`config.mk`:
```
export PLATFORM = sky130hd
export DESIGN_NAME = ttt_line_sel
export DESIGN_NICKNAME = d
export VERILOG_FILES = /design/src/rtl/ttt_pkg.sv /design/src/rtl/ttt_line_sel.sv
export SDC_FILE = /design/constraint.sdc
export NUM_CORES = 1
export LEC_CHECK = 0
export CAP_MARGIN = 0
export CORE_UTILIZATION = 35
export DETAILED_ROUTE_END_ITERATION = 8
export DONT_BUFFER_PORTS = 1
export PLACE_DENSITY = 0.47
export SYNTH_ARGS = -nofsm -noshare
export SYNTH_HDL_FRONTEND = slang
export SYNTH_SLANG_ARGS = --single-unit
export TNS_END_PERCENT = 10
```
`constraint.sdc`:
```
create_clock -name vclk -period 6
set_input_delay 0.9 -clock vclk [all_inputs]
set_output_delay 0.9 -clock vclk [all_outputs]
set_load 0.05 [all_outputs]
```
`src/rtl/ttt_pkg.sv`:
```
// Shared tic-tac-toe types: cell encoding, checker states
// and the winning-line table used by the board reader.
package ttt_pkg;

    localparam int CELL_W    = 2;
    localparam int NUM_CELLS = 9;
    localparam int NUM_LINES = 8;
    localparam int BOARD_W   = CELL_W * NUM_CELLS;

    typedef enum logic [1:0] {
        CELL_EMPTY = 2'b00,
        CELL_P0    = 2'b01,
        CELL_P1    = 2'b10,
        CELL_BAD   = 2'b11
    } cell_t;

    typedef enum logic [1:0] {
        IDLE = 2'd0,
        SCAN = 2'd1,
        DONE = 2'd2
    } chk_state_t;

    typedef logic [3:0]       cidx_t;
    typedef cidx_t [2:0]      line_t;

    // Element [0] is the first cell of the line.
    function automatic line_t line_cells(input logic [2:0] idx);
        line_t l;
        unique case (idx)
            3'd0:    l = {4'd2, 4'd1, 4'd0};
            3'd1:    l = {4'd5, 4'd4, 4'd3};
            3'd2:    l = {4'd8, 4'd7, 4'd6};
            3'd3:    l = {4'd6, 4'd3, 4'd0};
            3'd4:    l = {4'd7, 4'd4, 4'd1};
            3'd5:    l = {4'd8, 4'd5, 4'd2};
            3'd6:    l = {4'd8, 4'd4, 4'd0};
            default: l = {4'd6, 4'd4, 4'd2};
        endcase
        return l;
    endfunction

endpackage

```
`src/rtl/ttt_line_sel.sv`:
```
// Picks the three cells of one winning line from the
// board snapshot and flags a completed line.
module ttt_line_sel
    import ttt_pkg::*;
(
    input  logic [BOARD_W-1:0] snap_i,
    input  logic [2:0]         line_idx_i,
    output cell_t              cell_a_o,
    output cell_t              cell_b_o,
    output cell_t              cell_c_o,
    output logic               line_win_o,
    output logic               line_owner_o
);

    line_t idx;

    always_comb begin
        idx      = line_cells(line_idx_i);
        cell_a_o = cell_t'(snap_i[{idx[0], 1'b0} +: CELL_W]);
        cell_b_o = cell_t'(snap_i[{idx[1], 1'b0} +: CELL_W]);
        cell_c_o = cell_t'(snap_i[{idx[2], 1'b0} +: CELL_W]);
        line_win_o = (cell_a_o == cell_b_o)
                  && (cell_b_o == cell_c_o)
                  && (cell_a_o != CELL_EMPTY);
        line_owner_o = (cell_a_o == CELL_P1);
    end

endmodule

```
# ---- Word level (Yosys, flattened, before mapping)
# Cells that the tools add are included.
dict set report totals {
  reg_bits 0
  in_bits 21
}
dict set report classes {
  eq_ne 9
  n_shift 3
  n_mux 1
  reduce_logical 4
}
# operator n
set ops {}
lappend ops {{12-bit case mux with 7 select lines} 1}
lappend ops {{18-bit by 6-bit variable part select with 2-bit output} 3}
lappend ops {{3-bit == test, second input constant} 3}
lappend ops {{3-bit by 2-bit == test with 1-bit output, second input constant} 2}
lappend ops {{2-bit == test} 2}
lappend ops {{3-bit by 1-bit == test with 1-bit output, second input constant} 1}
lappend ops {{3-bit zero test} 1}
lappend ops {{2-bit == test, second input constant} 1}
lappend ops {{1-bit logical AND} 2}
lappend ops {{2-bit nonzero test} 1}

# ---- Logic depth before layout (Yosys ltp)
dict set report depth {
  word_depth 6
  depth_mapped 8
  ltp_nobuf 6
}

# ---- Worst setup path before layout
# Ideal clock, no wire load.
dict set report synth_path {
  path_kind {input to output}
  start {input line_idx_i[2]}
  end {output line_win_o}
  arrival_ns 3.507
  t_required_ns 5.100
  setup_slack_ns 1.593
  stages 6
  path_cell_list {buf_2 > buf_4 > a221oi_1 > o21ai_0 > nand2_1 > o32ai_2}
}
dict set report synth_between {
  elab_chain_cells 6
  word_cells_on_any_way 16
  cone_classes {8 x eq/ne; 3 x shift; 1 x mux; 4 x reduce/logical}
}
# item line_no
set synth_lines {}
lappend synth_lines {{start, declared} ttt_line_sel.sv:7} ;# input logic [2:0] line_idx_i,
lappend synth_lines {{3-bit == test (tied with other cells)} ttt_pkg.sv:29} ;# unique case (idx)
lappend synth_lines {{12-bit case mux with 7 select lines (*)} ttt_pkg.sv:29}
lappend synth_lines {{18-bit by 6-bit variable part select with 2-bit output (*)} ttt_line_sel.sv:19} ;# cell_a_o = cell_t'(snap_i[{idx[0], 1'b0} +: CELL_W]);
lappend synth_lines {{via cell_a_o[0]} ttt_line_sel.sv:8} ;# output cell_t cell_a_o,
lappend synth_lines {{2-bit == test} ttt_line_sel.sv:22} ;# line_win_o = (cell_a_o == cell_b_o)
lappend synth_lines {{1-bit logical AND} ttt_line_sel.sv:23} ;# && (cell_b_o == cell_c_o)
lappend synth_lines {{1-bit logical AND (*)} ttt_line_sel.sv:24} ;# && (cell_a_o != CELL_EMPTY);
lappend synth_lines {{end, declared} ttt_line_sel.sv:11} ;# output logic line_win_o,
# The timed path passes the listed nets; every way through them passes the cells marked *.

# ---- Worst setup path after layout
dict set report layout_path {
  start {input line_idx_i[2]}
  end {output line_win_o}
}
dict set report layout_between {
  elab_chain_cells 6
  word_cells_on_any_way 16
  cone_classes {8 x eq/ne; 3 x shift; 1 x mux; 4 x reduce/logical}
}
# item line_no
set layout_lines {}
lappend layout_lines {{3-bit == test (tied with other cells)} ttt_pkg.sv:29}
lappend layout_lines {{12-bit case mux with 7 select lines (*)} ttt_pkg.sv:29}
lappend layout_lines {{18-bit by 6-bit variable part select with 2-bit output (on tied branches)} {ttt_line_sel.sv:19, ttt_line_sel.sv:20, ttt_line_sel.sv:21}}
lappend layout_lines {{2-bit == test (on tied branches)} {ttt_line_sel.sv:22, ttt_line_sel.sv:23}}
lappend layout_lines {{1-bit logical AND} ttt_line_sel.sv:23}
lappend layout_lines {{1-bit logical AND (*)} ttt_line_sel.sv:24}
# Every way passes the cells marked *; elsewhere a longest branch is shown, timed or not.

==> flow_summary_export.csv <==
group,metric,value,unit
yosys,postSynthCellCount,58,
global_route,grt_pass1_wl,1450,µm
worst_setup_path,critPathCaptureType,"output pin",
yosys,synthTopCellsByArea,"mux2i_1, mux4_2, mux2_2, buf_6, nand2b_1",
floorplan,rows,12,
place,gp_congestion,0.621,
power,internal-power,16.1,µW
yosys,synth.top_cell.area_share,13.2,%
worst_setup_path,critPathArrivalTime,2.95,ns
power,swShare,66.6,%
drt,routed_wl,1020,µm
yosys,yosys.area_share.simple,24.7,%
global_route,grt_antenna_before_repair,0,
sta,min_period_over_period,64.2,%
sta,final.setup.tns,0,ns
sta,relSlewSlack,25.2,%
sta,fin_crit,3.85,ns
drt,wire_per_inst,15.2,µm
power,finalPower,48.0,µW
final_layout,post_route_cells_drive_above_1_share,17.0,%
min_path,hold_start,"line_idx_i[1]",
drt,first_pass_iters,4,
worst_setup_path,worstPathRequired,5.10,ns
yosys,synth-compound-area-share,27.5,%
global_route,grt_max_degree,22,
worst_setup_path,crit_type,"in2out",
drt,vias_per_cell,5.91,
yosys,syn_area,455,µm²
global_route,grt_pass1_vias,375,
power,p_clk_share,0,%
floorplan,initial_utilization,39.4,%
sta,hold_viol,0,
place,dp_hpwl,800,µm
final_layout,seqCellArea,0,µm²
min_path,hold_class,"in2out",
sta,tightest_slew,1.11,ns
yosys,syn_nets,79,
yosys,synth_xor_area_share,1.92,%
yosys,synthAdderAreaFrac,0,%
sta,rsz0062_at_grt,"false",
global_route,grt_usage,13.3,%
sta,final-max-slew-violation-count,0,
global_route,grt_remaining_overflow,0,
yosys,synth_top_family_by_area,"multiplexers",
cts,post-cts-setup-buffer-count,0,
power,power_density,111,nW/µm²
run_status,status,"complete, no violations",
power,pwr-share-seq,0,%
floorplan,die_x,38.1,µm
drt,drt_iter0_drc,1,
final_layout,antennaDiodeCount,0,
power,p_switching,32.0,µW
drt,dr_total_vias,396,
worst_setup_path,crit_fanout,21,
final_layout,syn_to_final_growth,-4.95,%
floorplan,die_h,38.1,µm
final_layout,seq_cell_count,0,
flow_run,max-cap-violations,0,
power,pwr-share-comb,100.0,%
min_path,hold_end,"cell_c_o[1]",
yosys,muxShareOfSynthArea,33.8,%
drt,final_antenna_net_count,0,
floorplan,die_area,1450,µm²
final_layout,final_nets,76,
sta,setup_viol,0,
yosys,avgSynthCellArea,7.85,µm²
yosys,synth.largest_area_cell,"mux2i_1",
cts,cts_resized,0,
cts,hold_buffers,0,
yosys,yosysWarnings,0,
place,portBuffers,0,
min_path,worstHoldPathCells,1,
yosys,synth-seq-area-share,0,%
sta,clock.fmax,260,MHz
worst_setup_path,crit_path_start_kind,"primary input",
floorplan,ios,29,
power,peakVddDrop,48.0,µV
drt,drc_errors,0,
power,leakage,0.179,nW
final_layout,clkbuf_count,0,
yosys,ys_types,32,
floorplan,core_region_area,1160,µm²
==> synthesized netlist by cell type <==
cell type and number:
a211oi_1 2, buf_6 2, mux4_2 2, o21ai_0 2
buf_2 2, o211ai_1 1, mux2i_1 6, o22ai_1 2
a211o_1 1, nor2b_1 2, buf_4 1, nand2b_1 3
or2_2 1, o21ba_1 1, a221oi_1 1, xor2_1 1
o32ai_1 1, and3b_1 1, inv_1 4, a31oi_1 1
mux2_4 1, nand2_1 3, a311oi_1 1, or2b_1 2
a21oi_1 1, nor2_1 5, mux2_2 3, o21bai_1 1
or3b_2 1, o32ai_2 1, nor3_1 1, nor3b_1 1
==> cell families after synthesis <==
family / count (synthesis)
xor gates and xnor gates: 1
buffers and inverters: 9
AOI/OAI and AO/OA: 16
and+or+nand+nor: 20
muxes: 12
==> stage by stage <==
step                setup WS [ns]  cells  area (µm²)  hold WS [ns]  utilization, %
detailed placement           2.15     67         433          2.04            37.4
global route                 2.06     67         433          2.05            37.4
floorplan                    1.59     58         455          2.15               -
CTS                          2.14     67         433          2.04            37.4
global placement             2.17     67         433          2.05            37.4
finish                       2.15     67         433          2.04            37.4
==> cell type report <==
cell class / count / area [µm²]
Multi-Input combinational cell: 49 / 400
Inverter: 4 / 15.0
Fill cell: 134 / 723
Tap cell: 14 / 17.5
==> placed cells by master (no fill, tap or decap), types with 2 or more instances in the layout <==
master and n:
a211oi_1 2, inv_1 4, mux2_2 3, mux2i_1 6, mux4_2 2, nand2_1 3, nand2b_1 3, nor2_1 5
nor2b_1 2, o21ai_1 2, o22ai_1 2, or2b_1 2
==> worst max path at each step <==
stage                              from          to  slack (ns)  depth (start not counted)
final                     line_idx_i[2]  line_win_o        2.15                          5
after global routing      line_idx_i[2]  line_win_o        2.06                          5
after CTS                 line_idx_i[2]  line_win_o        2.14                          5
after detailed placement  line_idx_i[2]  line_win_o        2.15                          5
after global placement    line_idx_i[1]  line_win_o        2.17                          5
after floorplan           line_idx_i[2]  line_win_o        1.59                          6
==> routing by layer <==
| metal | vias to the layer above | wire length (µm) | track usage (%) |
|---|---|---|---|
| met5 | - | 0 | 0 |
| met4 | 0 | 0 | 0 |
| met3 | 0 | 71 | 0.581 |
| met2 | 13 | 525 | 27.1 |
| met1 | 176 | 421 | 15.6 |
| li1 | 207 | - | - |
==> worst max-delay path, stage by stage <==
cell,delay (ns)
and3b_1,0.19
a311oi_1,0.05
o21ai_1,0.88
nand2_1,0.16
o32ai_2,0.78
==> power by group through the flow <==
stage / Clock, mW / Combinational [mW] / Sequential [mW]
after global routing: 0 / 0.0507 / 0
final: 0 / 0.0480 / 0
after global placement: 0 / 0.0483 / 0
after floorplan: 0 / 0.0507 / 0
after CTS: 0 / 0.0486 / 0
after detailed placement: 0 / 0.0483 / 0
No activity file was read; power rests on OpenSTA's default activity.
